### config.mk
export PLATFORM = sky130hd
export DESIGN_NAME = truth_table_sweeper
export DESIGN_NICKNAME = d
export VERILOG_FILES = /design/src/rtl/truth_table_sweeper.sv
export SDC_FILE = /design/constraint.sdc
export NUM_CORES = 1
export LEC_CHECK = 0
export CORE_MARGIN = 5
export CORE_UTILIZATION = 38
export CTS_BUF_LIST = sky130_fd_sc_hd__clkbuf_16
export CTS_CLUSTER_DIAMETER = 120
export DETAILED_ROUTE_END_ITERATION = 10
export GPL_TIMING_DRIVEN = 0
export HOLD_SLACK_MARGIN = 0.03
export SLEW_MARGIN = 10
export SYNTH_ARGS = -nofsm -noshare
export SYNTH_HDL_FRONTEND = slang
export SYNTH_SLANG_ARGS = --single-unit
### constraint.sdc
create_clock -name clk -period 2.7 [get_ports clk]
set_input_delay 0.54 -clock clk [delete_from_list [all_inputs] [get_ports clk]]
set_output_delay 0.54 -clock clk [all_outputs]
set_load 0.01 [all_outputs]
### src/rtl/truth_table_sweeper.sv
// truth_table_sweeper: sweeps all 8 vectors through a 3-input gate and
// checks the measured truth table. Option macro: SWEEP_STOP_ON_FAIL_EN.
module truth_table_sweeper #(
  parameter int unsigned SETTLE_CYCLES = 4
) (
  input  logic       clk,
  input  logic       rst,
  input  logic       start,
  input  logic [7:0] expected,
  input  logic       dut_out,
  output logic       dut_in1,
  output logic       dut_in2,
  output logic       dut_in3,
  output logic       busy,
  output logic       done,
  output logic [7:0] table_out,
  output logic       pass,
  output logic [3:0] mismatch_count,
  output logic [2:0] fail_idx
);

  typedef enum logic [1:0] {
    IDLE,
    SETTLE,
    SAMPLE,
    DONE
  } state_t;

  localparam logic [7:0] CntLast = 8'(SETTLE_CYCLES - 1);

  state_t     state_q;
  logic [2:0] idx_q;
  logic [7:0] cnt_q;
  logic [7:0] exp_q;
  logic [2:0] vec_q;
  logic       busy_q;
  logic       done_q;
  logic [7:0] tbl_q;
  logic       pass_q;
  logic [3:0] mc_q;
  logic [2:0] fi_q;

  logic [7:0] cnt_d;
  logic [3:0] mc_d;
  logic [2:0] idx_d;
  logic [7:0] tbl_d;
  logic       miss;

  // next-value helpers for the sample step
  always_comb begin
    cnt_d        = cnt_q + 8'd1;
    mc_d         = mc_q + 4'd1;
    idx_d        = idx_q + 3'd1;
    tbl_d        = tbl_q;
    tbl_d[idx_q] = dut_out;
    miss         = dut_out != exp_q[idx_q];
  end

  // sweep sequencer with registered outputs
  always_ff @(posedge clk) begin
    if (rst) begin
      state_q <= IDLE;
      idx_q   <= 3'd0;
      cnt_q   <= 8'd0;
      exp_q   <= 8'd0;
      vec_q   <= 3'd0;
      busy_q  <= 1'b0;
      done_q  <= 1'b0;
      tbl_q   <= 8'd0;
      pass_q  <= 1'b0;
      mc_q    <= 4'd0;
      fi_q    <= 3'd0;
    end else begin
      done_q <= 1'b0;
      unique case (state_q)
        IDLE: begin
          busy_q <= 1'b0;
          vec_q  <= 3'd0;
          if (start) begin
            exp_q   <= expected;
            idx_q   <= 3'd0;
            cnt_q   <= 8'd0;
            tbl_q   <= 8'd0;
            mc_q    <= 4'd0;
            fi_q    <= 3'd0;
            pass_q  <= 1'b0;
            state_q <= SETTLE;
          end
        end
        SETTLE: begin
          busy_q <= 1'b1;
          if (cnt_q == 8'd0) begin
            vec_q <= idx_q;
          end
          if (cnt_q == CntLast) begin
            state_q <= SAMPLE;
          end else begin
            cnt_q <= cnt_d;
          end
        end
        SAMPLE: begin
          busy_q <= 1'b1;
          tbl_q  <= tbl_d;
          cnt_q  <= 8'd0;
          if (miss) begin
            mc_q <= mc_d;
            if (mc_q == 4'd0) begin
              fi_q <= idx_q;
            end
          end
`ifdef SWEEP_STOP_ON_FAIL_EN
          if (miss || idx_q == 3'd7) begin
            state_q <= DONE;
          end else begin
            idx_q   <= idx_d;
            state_q <= SETTLE;
          end
`else
          if (idx_q == 3'd7) begin
            state_q <= DONE;
          end else begin
            idx_q   <= idx_d;
            state_q <= SETTLE;
          end
`endif
        end
        DONE: begin
          busy_q  <= 1'b0;
          vec_q   <= 3'd0;
          done_q  <= 1'b1;
          pass_q  <= tbl_q == exp_q;
          state_q <= IDLE;
        end
      endcase
    end
  end

  assign dut_in1        = vec_q[2];
  assign dut_in2        = vec_q[1];
  assign dut_in3        = vec_q[0];
  assign busy           = busy_q;
  assign done           = done_q;
  assign table_out      = tbl_q;
  assign pass           = pass_q;
  assign mismatch_count = mc_q;
  assign fail_idx       = fi_q;

endmodule

# Yosys cells after proc, flatten, opt, wreduce, memory -nomap -nowiden

Index checks and enable logic that the tools add are counted.

Bits in registers: 42
Bits in latches: 0
Memory bits (writable): 0
Memory bits (read-only): 0
Input port bits: 12
Output and inout port bits: 21
Memories: 0

Add/subtract/negate cells: 3
Multiply operators: 0
Div/mod/pow operators: 0
Order comparisons: 2
Eq/ne operators: 14
Shifts and indexed selects: 0
Muxes and demuxes: 28
Bitwise logic cells: 0
Reduce and logical (&&, ||, !) cells: 19

Operator list:

| operator            | number |
|---|---|
| $pmux 8 s3          | 1 |
| $pmux 3 s2          | 3 |
| $mux 8              | 2 |
| $pmux 8 s2          | 1 |
| $mux 3              | 5 |
| $ne 2x2->1 const B  | 7 |
| $reduce_and 2->1    | 5 |
| $reduce_and 3->1    | 3 |
| $add 8x1->8 const B | 1 |
| $bwmux 8            | 1 |
| $eq 8x2->1 const B  | 1 |
| $eq 8x8->1          | 1 |
| $logic_not 8->1     | 1 |
| $mux 4              | 2 |
| $pmux 2 s4          | 1 |
| $pmux 4 s2          | 1 |
| $mux 2              | 3 |
| $reduce_bool 2->1   | 3 |
| $add 4x1->4 const B | 1 |
| $eq 2x2->1 const B  | 2 |
| $logic_not 4->1     | 1 |
| $lt 3x4->1 const B  | 1 |
| $mux 1              | 4 |
| $pmux 1 s2          | 2 |
| other kinds (12)    | 13 |

# Longest topological paths before layout

Gate-level depths: netlist of the first run.

Depth after elaboration: 6
Gate-level depth with buffers: 9
Mapped depth without buffers: 7

# Worst setup path after synthesis of the first run

Ideal clock, no wire load.

Path kind: reg-to-reg
From: register idx_q[0]
To: register mc_q[3], in the netlist mismatch_count[3]
Arrival time: 1.923 ns
Data required time: 2.585 ns
Path slack: 0.662 ns
Cell stages (with the launch flop): 7
Buffers on the path: 1
Period minus slack after synthesis: 2.038 ns
Cells stage by stage: dfxtp_1 buf_6 mux2i_1 mux4_2 mux2_4 o31a_1 o21a_1

Longest elaborated chain between the ends: 5

Ends and longest elaborated chain:

| what                         | line | RTL |
|---|---|---|
| from (decl)                  | 32   | `logic [2:0] idx_q;` |
| from (signal assigned)       | 122  | `idx_q <= idx_d;` |
| $bmux 1 s3                   | 56   | `miss = dut_out != exp_q[idx_q];` |
| $mux 1 (implied by the code) | 56   |  |
| $ne 1x1->1                   | 56   |  |
| $ne 2x2->1 (no line)         | n/a  |  |
| $reduce_and 3->1 (no line)   | n/a  |  |
| to (signal assigned)         | 106  | `mc_q <= mc_d;` |
| to (decl)                    | 40   | `logic [3:0] mc_q;` |

No other way between the ends. The select of a mux whose other input is x is not followed.
A chain may end at the register's enable or synchronous reset.

# Worst setup path in the final report of the first run

Ends and elaborated chain as after synthesis.

==> flow_summary.yaml, run 1 <==
outcome:
  status: "completed"
flow_run:
  drv_cap: 0
worst_setup_path:
  reg2reg_slack_ps: 520
  arrival_ps: 2360
  start_kind: "register"
  crit_path_max_fanout: 10
  end_kind: "register"
  path_class: "reg2reg"
  rr_worst_depth: 6
  required_ps: 2870
timing:
  relSlewSlack: 0.613
  max_freq_mhz: 458
  worst_slew_pin_slew_ps: 565
  fin_setup_tns_ps: 0
  setup_violations: 0
  hold_violations: 0
  rsz0062_at_grt: "false"
  post-route-period-util: 0.809
  finClkSkew_ps: 4.51
  min_period_ps: 2180
  final_max_slew_viol_count: 0
routing:
  drtPass1Iterations: 4
  wl_mm: 5.08
  route.detailed.drc: 0
  avgViaCountPerCell: 5.08
  via_count: 1843
  drtIter0Drc: 75
  drtAntennaViolNets: 0
  avgRoutedWirePerCell_um: 14.0
power_and_ir_drop:
  p_sw_uw: 654
  p_leak_nw: 0.977
  switching_share: 0.329
  p_per_area_nw_per_um2: 737
  peakVddDrop_v: 0.000315
  clkPwrFrac: 0.332
  pwr-share-seq: 0.365
  p_comb_frac: 0.303
  p_int_mw: 1.34
clocking:
  clk_pin_slew_worst_paths_ps: 60
  cts_root_buf: "clkbuf_16"
  clock_path_buffers: 2
  post_cts_resized: 0
  numClockSinks: 42
  cts_tree: "yes"
  ctsHtreeMaxLevel: 2
  cts_setup_buffers: 0
  cts_hold_buf: 0
  numCtsBuffers: 5
  clock_latency_ps: 280
die:
  fp.dieH_um: 85.1
  io_pins: 33
  dieArea_um2: 7230
  dieWidth_um: 85.1
  rows: 27
  initial_utilization: 0.389
  fp.coreArea_um2: 5510
cells_and_area:
  multi_input_area_um2: 1210
  fin_nets: 313
  fill_cells: 528
  final_cell_mix: "dfxtp_1 (42), nand2_1 (38), clkdlybuf4s50_1 (31)"
  drive_gt1_frac: 0.0309
  final_common_cell: "dfxtp_1"
  diodes: 0
  syn2layout_area_growth_pct: 26.1
  seqCellArea_um2: 841
  final_core_util: 0.490
min_path:
  hold_path_class: "reg2reg"
  whs_path_depth: 2
synth:
  synthSimpleGateAreaFrac: 0.229
  synth-compound-area-share: 0.158
  synthXorXnorAreaFrac: 0.0573
  synth_top_family_by_area: "simple AND/OR/NAND/NOR gates"
  syn_area_um2: 2140
  ys_seq_area_frac: 0.393
  synth_cell_types: 43
  synthAdderAreaFrac: 0.0584
  avgSynthCellArea_um2: 8.46
  ys_warn_count: 0
  syn_nets: 275
  synthCells: 253
  synth_seq_cells: 42
  synthMuxAreaShare: 0.0643
global_routing:
  grt_usage: 0.146
  overflow: 0
  antenna_found_initial: 0
  grt_pass1_vias: 1766
  grt_max_degree: 13
  grt_pass1_wl_mm: 8.42
place:
  numPortBuffers: 31
  hpwl_mm: 3.70
  place_congestion: 0.794
[through the flow]
stage / instance area [um2] / setup WS (ps) / cells / total power [mW] / hold WS [ps]
2_1_floorplan: 2140 / 662 / 253 / 1.17 / 460
3_3_place_gp: 2540 / 315 / 356 / 1.34 / 467
3_5_place_dp: 2540 / 324 / 356 / 1.34 / 471
4_1_cts: 2700 / 511 / 363 / 2.01 / 478
5_1_grt: 2700 / 384 / 363 / 2.12 / 499
6_report: 2700 / 517 / 363 / 1.99 / 474
[path summary, 6_finish.rpt]
check,from,to
max,idx_q[0],mismatch_count[3]
min,fail_idx[2],fail_idx[2]
max reg2reg,idx_q[0],mismatch_count[3]
min reg2reg,fail_idx[2],fail_idx[2]
[per-layer routing]
metal | track usage | up-vias | part of all wire
met2 | 0.240 | 26 | 0.46
met4 | 0.0432 | 0 | 0.014
met1 | 0.185 | 851 | 0.49
met3 | 0.0398 | 7 | 0.037
met5 | 0 | - | 0
li1 | - | 959 | -
[power by group through the flow]
| stage | registers, mW | logic [mW] | clock network [mW] |
|---|---|---|---|
| detailed placement | 0.739 | 0.602 | 0 |
| global route | 0.734 | 0.675 | 0.706 |
| finish | 0.726 | 0.603 | 0.660 |
| global placement | 0.738 | 0.597 | 0 |
| floorplan | 0.733 | 0.439 | 0 |
| CTS | 0.726 | 0.606 | 0.680 |
[worst max-delay path, stage by stage (launching register included)]
cell     delay (ps)
dfxtp_1         460
buf_6           190
mux2i_1          80
mux4_2          560
mux2_4          350
o31a_1          270
o21a_1          170
[synthesized netlist by cell type (all sizes together)]
master / n / share of area
mux2i: 10 / 0.047
a2bb2oi: 1 / 0.0041
nor2b: 6 / 0.018
nand2: 38 / 0.067
o31a: 1 / 0.0041
a311oi: 1 / 0.0041
o32ai: 1 / 0.0041
nand3b: 3 / 0.011
nor2: 21 / 0.037
a32o: 3 / 0.014
xnor2: 10 / 0.041
a22oi: 5 / 0.018
o21ai: 11 / 0.026
o41ai: 1 / 0.0041
xor2: 4 / 0.016
a211oi: 1 / 0.0035
a21oi: 18 / 0.042
mux4: 1 / 0.011
a21o: 4 / 0.014
o31ai: 1 / 0.0035
a41oi: 1 / 0.0041
ha: 10 / 0.058
nor3b: 1 / 0.0035
inv: 10 / 0.018
nand4b: 1 / 0.0041
nand3: 4 / 0.0094
nand4: 5 / 0.015
buf: 1 / 0.0053
mux2: 1 / 0.0070
clkbuf: 10 / 0.018
nand2b: 8 / 0.023
or4: 4 / 0.014
nor4: 2 / 0.0058
a31oi: 2 / 0.0058
or3: 2 / 0.0058
and3: 1 / 0.0029
and2: 1 / 0.0029
dfxtp: 42 / 0.39
nor3: 3 / 0.0070
o211ai: 1 / 0.0035
nor4b: 1 / 0.0041
o21a: 1 / 0.0035
[state kept, by name, summed over array words and instances, names as in the netlist]
| register | count |
|---|---|
| pass | 1 |
| fail_idx | 3 |
| exp_q | 8 |
| vec_q | 3 |
| state_q | 2 |
| mismatch_count | 4 |
| table_out | 8 |
| busy | 1 |
| idx_q | 3 |
| done | 1 |
| cnt_q | 8 |
[final cells by class]
type	count	share of cell area
Sequential cell	42	0.311
Multi-Input combinational cell	190	0.449
Clock inverter	2	0.0125
Timing Repair Buffer	31	0.115
Tap cell	72	0.0334
Clock buffer	5	0.0463
Inverter	10	0.0139
Buffer	11	0.0181
[cell families after synthesis]
kind of cell / count (synthesis)
multiplexers: 12
XOR/XNOR: 14
AND/OR/NAND/NOR: 101
buffers and inverters: 21
flip-flops: 42
AO/OA/AOI/OAI: 53
adder cells (fa/ha/maj): 10
Power figures use the tool's default switching activity.
==> run 2, diff against run 1 <==
clock period = 2 ns   (was 2.7 ns; I/O delays follow)
==> flow_summary.yaml, run 2 (same netlist as run 1, synthesis figures left out) <==
outcome:
  status: "completed"
cells_and_area:
  final_cell_mix: "dfxtp_1 (40), nand2_1 (38), clkdlybuf4s50_1 (30)"
  final_common_cell: "dfxtp_1"
  drive_gt1_frac: 0.102
  postLayoutCellArea_um2: 2800
  final_core_util: 0.508
  fill_cells: 541
  syn2layout_area_growth_pct: 30.7
  diodes: 0
  fin_nets: 315
worst_setup_path:
  required_ps: 2220
  start_kind: "register"
  cp-startpoint: "idx_q[0]"
  path_class: "reg2reg"
  end_kind: "register"
  crit_path_max_fanout: 4
  arrival_ps: 2220
  r2r_start: "idx_q[0]"
  rr_worst_depth: 6
die:
  io_pins: 33
  rows: 27
  initial_utilization: 0.389
  dieArea_um2: 7230
  fp.coreArea_um2: 5510
  fp.dieH_um: 85.1
  dieWidth_um: 85.1
global_routing:
  overflow: 0
  top_usage_layer: "met2"
  antenna_found_initial: 0
  grt.met3_usage: 0.0359
  use_met1: 0.187
  grt_pass1_vias: 1784
  grt_usage: 0.147
  grt_max_degree: 13
  grt_pass1_wl_mm: 8.50
  gr-usage-met2: 0.251
clocking:
  numCtsBuffers: 5
  clock_path_buffers: 2
  cts_hold_buf: 0
  cts_tree: "yes"
  ctsHtreeMaxLevel: 2
  numClockSinks: 42
  clk_pin_slew_worst_paths_ps: 60
  cts_root_buf: "clkbuf_16"
  clock_latency_ps: 280
routing:
  avgViaCountPerCell: 5.14
  drtPass1Iterations: 4
  route.detailed.drc: 0
  drtIter0Drc: 100
  via_count: 1882
  wl_mm: 5.33
  avgRoutedWirePerCell_um: 14.6
  drtAntennaViolNets: 0
min_path:
  hold_path_class: "reg2reg"
  whs_path_depth: 2
  worstHoldStart: "pass"
timing:
  relSlewSlack: 0.626
  final_max_slew_viol_count: 0
  setup_ws_ps: 4.74
  setup_violations: 0
  post-route-period-util: 0.998
  worst_slew_pin_slew_ps: 561
  min_period_ps: 2000
  finClkSkew_ps: 6.68
  rsz0062_at_grt: "true"
  fin_setup_tns_ps: 0
  hold_violations: 0
  max_freq_mhz: 501
power_and_ir_drop:
  p_leak_nw: 1.03
  switching_share: 0.350
  p_int_mw: 1.75
  p_per_area_nw_per_um2: 964
  p_sw_uw: 944
  clkPwrFrac: 0.286
  p_total_mw: 2.70
  peakVddDrop_v: 0.000517
  p_comb_frac: 0.350
  pwr-share-seq: 0.364
place:
  place_area_um2: 2540
  dpl_worst_slack_ps: -227
  hpwl_mm: 3.77
  numPortBuffers: 31
  place_congestion: 0.802
flow_run:
  drv_cap: 0
[run 2: cell types whose count changed in the layout (fill, tap and decap cells not counted), sizes merged]
cell           delta
clkbuf            -2
bufinv            -1
inv               +1
buf               +4
dlymetal6s2s      +1
clkinv            +1
clkdlybuf4s50     -1
[run 2: per-layer routing]
layer | wire (um) | up-vias
li1 | - | 969
met1 | 2580 | 881
met2 | 2510 | 27
met3 | 176 | 5
met4 | 58 | 0
met5 | 0 | -
[run 2: power by group through the flow]
stage | clock network (mW) | logic (mW) | registers (mW)
after floorplan | 0 | 0.593 | 0.989
after global placement | 0 | 0.807 | 0.997
after detailed placement | 0 | 0.812 | 0.997
after CTS | 0.786 | 0.887 | 0.977
after global routing | 0.825 | 1.04 | 0.991
final | 0.772 | 0.945 | 0.981
[run 2: final cells by class]
cell class	instances	area, um2	area share
plain buffers	9	43.8	0.0156
clock buffers	5	125	0.0447
clock inverters	3	12.5	0.00447
inverters	10	37.5	0.0134
multi-input cells	190	1290	0.462
flip-flops and latches	42	846	0.302
well taps	72	90.1	0.0322
repair buffers	35	350	0.125
[run 2: critical path, stage by stage (launching register included)]
cell and delay [ps]:
dfxtp_4 350, buf_6 120, mux2i_2 130, mux4_2 520, mux2_4 350, or3_4 330
a21oi_2 130
[run 2: through the flow]
| step | std cells | hold WS [ps] |
|---|---|---|
| 2_1_floorplan | 253 | 460 |
| 3_3_place_gp | 356 | 465 |
| 3_5_place_dp | 356 | 470 |
| 4_1_cts | 366 | 477 |
| 5_1_grt | 366 | 492 |
| 6_report | 366 | 469 |
[run 2: worst paths after layout]
path / end / slack (ps)
setup / recovery: mismatch_count[2] / 5
hold reg to reg: pass / 470
hold / removal: pass / 470
setup reg to reg: mismatch_count[2] / 5
[run 2: what timing repair did]
| item | CTS | global route |
|---|---|---|
| pin swaps | 2 | 4 |
| resized for setup | 8 | 17 |
| setup endpoints to repair | 15 | 18 |
| setup buffers | 4 | 0 |
==> run 3, diff against run 2 <==
ABC_AREA = 1   (was not set)
CORE_UTILIZATION = 49   (was 38)
PLACE_DENSITY = 0.76   (was not set)
==> flow_summary.yaml, run 3 <==
flow_run:
  drv_cap: 0
timing:
  min_period_ps: 1780
  rsz0062_at_grt: "false"
  fin_setup_tns_ps: 0
  post-route-period-util: 0.889
  finClkSkew_ps: 6.01
  final_max_slew_viol_count: 0
  hold_violations: 0
  setup_violations: 0
  setup_ws_ps: 222
  relSlewSlack: 0.666
  max_freq_mhz: 562
  worst_slew_pin_slew_ps: 501
clocking:
  clock_path_buffers: 2
  clock_latency_ps: 290
  numClockSinks: 42
  numCtsBuffers: 5
  post_cts_resized: 0
  cts_root_buf: "clkbuf_16"
  ctsHtreeMaxLevel: 2
  clk_pin_slew_worst_paths_ps: 60
  cts_tree: "yes"
cells_and_area:
  multi_input_area_um2: 1200
  diodes: 0
  final_cells: 406
  syn2layout_area_growth_pct: 23.9
  fin_nets: 375
  drive_gt1_frac: 0.116
  seqCellArea_um2: 841
  final_cell_mix: "nand2_1 (68), dfxtp_1 (42), inv_1 (37)"
  final_common_cell: "nand2_1"
  fill_cells: 418
worst_setup_path:
  rr_worst_depth: 6
  slowest_delay_ps: 400
  reg2reg_slack_ps: 220
  arrival_ps: 1990
  r2r_start: "state_q[0]"
  end_kind: "register"
  path_class: "reg2reg"
  crit_path_max_fanout: 10
  start_kind: "register"
  r2r-end: "pass"
  crit_chain: "inv_1, ha_1, nand2_2, clkbuf_1, o211ai_1, a21oi_1"
  cp-startpoint: "state_q[0]"
  path_buf_inv: 2
  required_ps: 2210
  cp_slowest_cell: "dfxtp_1"
  cp.depth: 6
  crit_family: "buffers and inverters"
synth:
  avgSynthCellArea_um2: 7.26
  synthCells: 312
  synth_area_leaders: "dfxtp_1 (37%), nand2_1 (11%), a21oi_1 (6.4%)"
  synthAdderAreaFrac: 0.0552
  syn_area_um2: 2270
  synthMuxAreaShare: 0
  yosysMostFrequentCell: "nand2_1"
  synthXorXnorAreaFrac: 0.0271
  ys_seq_area_frac: 0.371
  synth_edf_count: 0
  yosysTopAreaCell: "dfxtp_1"
  synth_seq_cells: 42
  synthSimpleGateAreaFrac: 0.278
  synthArstFlopShare: 0
  ys.flop_type: "dfxtp_1"
  synth_common_cells: "nand2_1 (68), dfxtp_1 (42), inv_1 (37)"
  ys_warn_count: 0
  synth-compound-area-share: 0.167
  synth_cell_types: 36
  synth_top_family_by_area: "simple AND/OR/NAND/NOR gates"
  synth_top_cell_area_share: 0.371
  syn_nets: 334
routing:
  drtIter0Drc: 190
  route.detailed.drc: 0
  drtAntennaViolNets: 0
  wl_mm: 5.43
  drtPass1Iterations: 5
  via_count: 2134
  avgRoutedWirePerCell_um: 13.4
  avgViaCountPerCell: 5.26
place:
  place_congestion: 0.911
  hpwl_mm: 3.84
  dpl_worst_slack_ps: -49.2
  dp_cells: 396
  numPortBuffers: 32
power_and_ir_drop:
  p_comb_frac: 0.235
  peakVddDrop_v: 0.000451
  switching_share: 0.310
  p_leak_nw: 1.15
  p_sw_uw: 694
  p_int_mw: 1.55
  pwr-share-seq: 0.416
  p_per_area_nw_per_um2: 798
  clkPwrFrac: 0.349
die:
  rows: 24
  initial_utilization: 0.513
  dieWidth_um: 78
  fp.coreArea_um2: 4410
  dieArea_um2: 6080
  io_pins: 33
  fp.dieH_um: 78
global_routing:
  grt_pass1_vias: 1987
  overflow: 0
  grt_pass1_wl_mm: 9.11
  grt_max_degree: 14
  antenna_found_initial: 0
  grt_usage: 0.183
min_path:
  whs_path_depth: 2
  hold_path_end: "vec_q[2]"
  hold_path_class: "reg2reg"
  worstHoldStart: "vec_q[2]"
outcome:
  status: "completed"
## run 3: changes by cell type in the layout (fill, tap and decap cells not counted), sizes merged, moves of 6 or more
cell / previous run / this run
nor2: 21 / 33
o21ai: 11 / 19
a21oi: 18 / 29
nand2: 38 / 76
nand2b: 8 / 0
nand3: 4 / 15
xnor2: 10 / 2
mux2i: 10 / 0
nor2b: 6 / 0
inv: 11 / 44
## run 3: worst min-delay path, stage by stage, from the launching register on
cell,delay (ps)
dfxtp_1,310
nand2_1,60
a21oi_1,50
## run 3: worst max-delay path by stage
stage                     endpoint  slack, ps
after floorplan           idx_q[0]        450
after global placement        busy        -50
after detailed placement      busy        -50
after CTS                 idx_q[2]        150
after global routing          pass         30
final                         pass        220
## run 3: cell type report
type	instances	share of cell area
Inverter	44	0.0606
Multi-Input combinational cell	218	0.426
Sequential cell	42	0.299
Timing Repair Buffer	34	0.119
Tap cell	52	0.0232
Buffer	8	0.0209
Clock buffer	5	0.0446
Clock inverter	3	0.00579
## run 3: repair_timing
| action | in CTS | in global routing |
|---|---|---|
| hold buffers | 0 | 0 |
| endpoints found under the hold margin | 0 | 0 |
| setup buffers | 0 | 2 |
| setup endpoints to repair | 0 | 1 |
## run 3: routing by layer
metal  routed length (um)  up-vias  GRT usage  part of all wire
met5                    0        -          0                 0
met4                   87        0     0.0591             0.016
met3                  312       11     0.0405             0.057
met2                 2580       66      0.297              0.48
met1                 2450      960      0.240              0.45
li1                     -     1097          -                 -
## run 3: power groups by stage
stage	Combinational [mW]	Sequential (mW)	Clock (mW)
detailed placement	0.508	0.950	0
global placement	0.502	0.949	0
CTS	0.516	0.932	0.790
global route	0.590	0.939	0.829
floorplan	0.359	0.950	0
finish	0.527	0.933	0.781
## run 3: kinds of logic (layout without fill, tap and decap cells)
family | Yosys count | after routing
xor gates and xnor gates | 7 | 7
adders and majority gates | 10 | 10
AOI/OAI and AO/OA | 65 | 65
DFF | 42 | 42
buffers and inverters | 52 | 94
and+or+nand+nor | 136 | 136
## run 3: per-stage QoR
stage	hold WS [ps]	cell area [um2]	util	total power, mW
after floorplan	455	2270	-	1.31
after global placement	456	2650	0.601	1.45
after detailed placement	455	2650	0.601	1.46
after CTS	464	2790	0.633	2.24
after global routing	491	2810	0.636	2.36
final	461	2810	0.636	2.24
